`config.mk`:
```
export PLATFORM = sky130hd
export DESIGN_NAME = id_ex_stage
export DESIGN_NICKNAME = d
export VERILOG_FILES = /design/src/rtl/id_ex_stage.sv
export SDC_FILE = /design/constraint.sdc
export NUM_CORES = 1
export LEC_CHECK = 0
export ABC_AREA = 1
export CAP_MARGIN = 25
export CORE_AREA = 2 2 133 135
export DETAILED_ROUTE_END_ITERATION = 7
export DIE_AREA = 0 0 135 137
export PLACE_DENSITY = 0.73
export SETUP_SLACK_MARGIN = 0.1
export SLEW_MARGIN = 20
export SYNTH_ARGS = -nofsm -noshare
export SYNTH_HDL_FRONTEND = slang
export SYNTH_SLANG_ARGS = --single-unit
```
`constraint.sdc`:
```
create_clock -name clk -period 1.2 [get_ports clk]
set_input_delay 0.18 -clock clk [delete_from_list [all_inputs] [get_ports clk]]
set_output_delay 0.18 -clock clk [all_outputs]
set_load 0.02 [all_outputs]
```
`src/rtl/id_ex_stage.sv`:
```
// id_ex_stage: ID/EX pipeline register; a flushed, invalid or stalled ID slot loads a zero bubble.
// Define LOAD_USE_STALL_EN to add load-use hazard detection, stall_o and the saturating stall counter.
module id_ex_stage (
   input  logic        clk,
   input  logic        rst_n,
   input  logic [22:0] id_ctrl_i,
   input  logic        id_extsel_i,
   input  logic [31:0] id_instr_i,
   input  logic [31:0] id_pc4_i,
   input  logic [31:0] id_rs_data_i,
   input  logic [31:0] id_rt_data_i,
   input  logic        id_valid_i,
   input  logic        flush_i,
   output logic [22:0] ex_ctrl_o,
   output logic [31:0] ex_pc4_o,
   output logic [31:0] ex_rs_data_o,
   output logic [31:0] ex_rt_data_o,
   output logic [31:0] ex_imm_o,
   output logic [4:0]  ex_shamt_o,
   output logic [4:0]  ex_rs_o,
   output logic [4:0]  ex_rt_o,
   output logic [4:0]  ex_wreg_o,
   output logic        ex_valid_o,
   output logic        stall_o,
   output logic [15:0] stall_cnt_o
);
   logic [22:0] ctrl_d, ctrl_q;
   logic [31:0] pc4_d, pc4_q, rs_data_d, rs_data_q, rt_data_d, rt_data_q, imm_d, imm_q;
   logic [4:0]  shamt_d, shamt_q, rs_d, rs_q, rt_d, rt_q, wreg_d, wreg_q;
   logic        valid_d, valid_q, load;
   logic        unused_opcode;
   assign unused_opcode = ^id_instr_i[31:26];
   assign load = id_valid_i & ~flush_i & ~stall_o;
   always_comb begin
      ctrl_d    = load ? id_ctrl_i : '0;
      pc4_d     = load ? id_pc4_i : '0;
      rs_data_d = load ? id_rs_data_i : '0;
      rt_data_d = load ? id_rt_data_i : '0;
      imm_d     = load ? {{16{id_instr_i[15] & id_extsel_i}}, id_instr_i[15:0]} : '0;
      shamt_d   = load ? id_instr_i[10:6] : '0;
      rs_d      = load ? id_instr_i[25:21] : '0;
      rt_d      = load ? id_instr_i[20:16] : '0;
      // link (connect without RegDst) writes $ra; otherwise rd for R-type, rt for I-type
      wreg_d    = !load ? '0 : (id_ctrl_i[14] & ~id_ctrl_i[19]) ? 5'd31 :
                  id_ctrl_i[19] ? id_instr_i[15:11] : id_instr_i[20:16];
      valid_d   = load;
   end
   always_ff @(posedge clk) begin
      if (!rst_n) begin
         ctrl_q    <= '0;
         pc4_q     <= '0;
         rs_data_q <= '0;
         rt_data_q <= '0;
         imm_q     <= '0;
         shamt_q   <= '0;
         rs_q      <= '0;
         rt_q      <= '0;
         wreg_q    <= '0;
         valid_q   <= 1'b0;
      end else begin
         ctrl_q    <= ctrl_d;
         pc4_q     <= pc4_d;
         rs_data_q <= rs_data_d;
         rt_data_q <= rt_data_d;
         imm_q     <= imm_d;
         shamt_q   <= shamt_d;
         rs_q      <= rs_d;
         rt_q      <= rt_d;
         wreg_q    <= wreg_d;
         valid_q   <= valid_d;
      end
   end
   assign ex_ctrl_o    = ctrl_q;
   assign ex_pc4_o     = pc4_q;
   assign ex_rs_data_o = rs_data_q;
   assign ex_rt_data_o = rt_data_q;
   assign ex_imm_o     = imm_q;
   assign ex_shamt_o   = shamt_q;
   assign ex_rs_o      = rs_q;
   assign ex_rt_o      = rt_q;
   assign ex_wreg_o    = wreg_q;
   assign ex_valid_o   = valid_q;
`ifdef LOAD_USE_STALL_EN
   logic [15:0] stall_cnt_d, stall_cnt_q;
   logic        hazard;
   // the bubble inserted by a stall has MemRead=0, so the stall cannot repeat for the same pair
   assign hazard = valid_q & ctrl_q[4] & (wreg_q != 5'd0) & id_valid_i &
                   ((wreg_q == id_instr_i[25:21]) | (wreg_q == id_instr_i[20:16]));
   assign stall_o     = hazard & ~flush_i;
   assign stall_cnt_d = (stall_o & ~&stall_cnt_q) ? stall_cnt_q + 16'd1 : stall_cnt_q;
   always_ff @(posedge clk) begin
      stall_cnt_q <= !rst_n ? '0 : stall_cnt_d;
   end
   assign stall_cnt_o = stall_cnt_q;
`else
   assign stall_o     = 1'b0;
   assign stall_cnt_o = '0;
`endif
endmodule

```
==> out/metrics.yaml, run 1 <==
cells_and_area:
  area_growth_pct: 60.8
  utilization_pct: 51.9
  final_cell_mix: "149 x clkdlybuf4s50_1, 145 x inv_1, 140 x dfxtp_1"
  drive_gt1_share_pct: 39.3
  nNetsFinal: 996
  final_common_cell: "clkdlybuf4s50_1"
  n_antenna_cell: 0
die:
  rows: 48
  core_area_um2: 17100
  ios: 345
  dieHeight_um: 137
  start_util_pct: 32.3
  die_area_um2: 18500
  die_x_um: 135
clock_network:
  cts_max_level: 4
  postCtsHoldBufs: 0
  cts.sinks: 152
  numCtsBuffers: 17
  clockBufferDepth: 2
  post-cts-setup-buffer-count: 0
  path_clk_slew_ns: 0.06
  cts_root_buf: "clkbuf_16"
  cts_tree: "done"
global_route:
  grt_pass1_vias: 3896
  antenna_found_initial: 1
  grt_pass1_wl_um: 19900
  grt_max_degree: 24
  grt_overflow: 0
  grt_util_all_layers_pct: 14.2
detailed_routing:
  drt_iter0_markers: 98
  drc: 0
  first_pass_iters: 4
  via_count: 3975
  wl_per_cell_um: 12.4
  via_per_inst: 3.69
  wl_um: 13300
  ant_nets: 0
placed_design:
  hpwl_um: 10700
  gp_congestion: 0.770
  dp_slack_ns: -0.245
  portBuffers: 321
power:
  ir_drop_uv: 862
  cellLeakagePower_nw: 4.41
  powerDensity_nw_per_um2: 1390
  total_power_w: 0.0123
yosys:
  syn_area_um2: 5500
  syn_area_per_cell_um2: 10.6
  yosysWarnings: 0
  netlist_instances: 517
  ys_seq_area_share_pct: 55.3
  synth_seq_cells: 152
  ys_types: 14
critical_path:
  arrival_ns: 1.01
  criticalPathCategory: "flip-flop to output pin"
  cp_data_required_time_ns: 1.02
  path_max_fanout: 16
  start_kind: "flip-flop"
  worst_setup_path_end_kind: "output pin"
timing:
  hold_slack_ns: 0.293
  finalCritPeriodShare_pct: 99.4
  drv_slew: 0
  fmax_mhz: 839
  setup_tns_ns: 0
  finalHoldViolations: 0
  setup_violations: 0
  setup_slack_ns: 0.00745
  period_needed_ns: 1.19
  rsz0062_at_grt: "true"
worst_hold_path:
  hold_depth: 3
  hold_class: "input port to flip-flop"
status:
  status: "finished clean"
flow_run:
  drv_cap: 0
flip-flops by register name, indices dropped and copies added (netlist names):
register / cells
ex_rt_data_o: 32
ex_rs_data_o: 32
ex_wreg_o: 5
ex_imm_o: 17
ex_ctrl_o: 23
ex_valid_o: 1
ex_rs_o: 5
ex_rt_o: 5
ex_pc4_o: 32
cell type report:
type / count / area (um2)
fillers: 1628 / 8210
flip-flops and latches: 152 / 3060
repair buffers: 341 / 2880
multi-input cells: 182 / 1450
inverters: 146 / 556
clock buffers: 20 / 447
well taps: 225 / 282
clock inverters: 11 / 171
report_power, final:
| part | leakage, nW | switching [W] | total [W] | internal [W] |
|---|---|---|---|---|
| Clock | 0.297 | 0.00204 | 0.00558 | 0.00354 |
| Combinational | 2.87 | 0.000715 | 0.00145 | 0.000737 |
| Sequential | 1.24 | 0.0000365 | 0.00522 | 0.00518 |
per-layer routing:
layer | part of all wire, % | vias up | global-route usage, %
li1 | - | 2003 | -
met1 | 34 | 1738 | 14.0
met2 | 52 | 213 | 25.4
met3 | 12 | 19 | 6.67
met4 | 1.7 | 2 | 6.42
met5 | 0.098 | - | 0
worst max-delay path, cell delays in order (launching register included):
cell,delay (ns)
dfxtp_2,0.32
buf_12,0.14
buf_4,0.15
final timing paths:
path / start / slack [ns] / endpoint
setup / recovery: ex_imm_o[16] / 0.007 / ex_imm_o[16]
hold / removal: id_instr_i[9] / 0.29 / ex_imm_o[9]
per-stage QoR:
| stage | cell area (um2) | instances |
|---|---|---|
| after floorplan | 5560 | 533 |
| after global placement | 8840 | 1046 |
| after detailed placement | 8840 | 1046 |
| after CTS | 8720 | 1077 |
| after global routing | 8840 | 1077 |
| final | 8840 | 1077 |
cell families after synthesis:
family,Yosys count,synth area share [%]
compound gates,8,0.728
buf+inv,199,19.4
flops,152,55.3
other cells,1,0.0682
simple gates,157,24.5
Yosys cell counts, drive strengths merged:
cell type | number | area (um2)
conb | 1 | 3.75
nor2 | 149 | 1320
o21ai | 4 | 20.0
a21oi | 4 | 20.0
nand3 | 1 | 5.00
buf | 53 | 518
inv | 146 | 548
dfxtp | 152 | 3040
nand2 | 7 | 26.3
what timing repair did:
action                                  in CTS  in global routing
gates resized for setup                    732                 51
endpoints found under the setup margin     172                 68
hold endpoints to repair                     0                  0
Note: power is estimated with default switching activity, not from simulation.
==> inputs of run 2 (changes only) <==
--- a/config.mk
+++ b/config.mk
@@ -12,7 +12,6 @@
 export DIE_AREA = 0 0 135 137
 export PLACE_DENSITY = 0.73
 export SETUP_SLACK_MARGIN = 0.1
-export SLEW_MARGIN = 20
 export SYNTH_ARGS = -nofsm -noshare
 export SYNTH_HDL_FRONTEND = slang
 export SYNTH_SLANG_ARGS = --single-unit
==> results of run 2 <==
The final DEF is identical to that of run 1; final timing and power are the same.
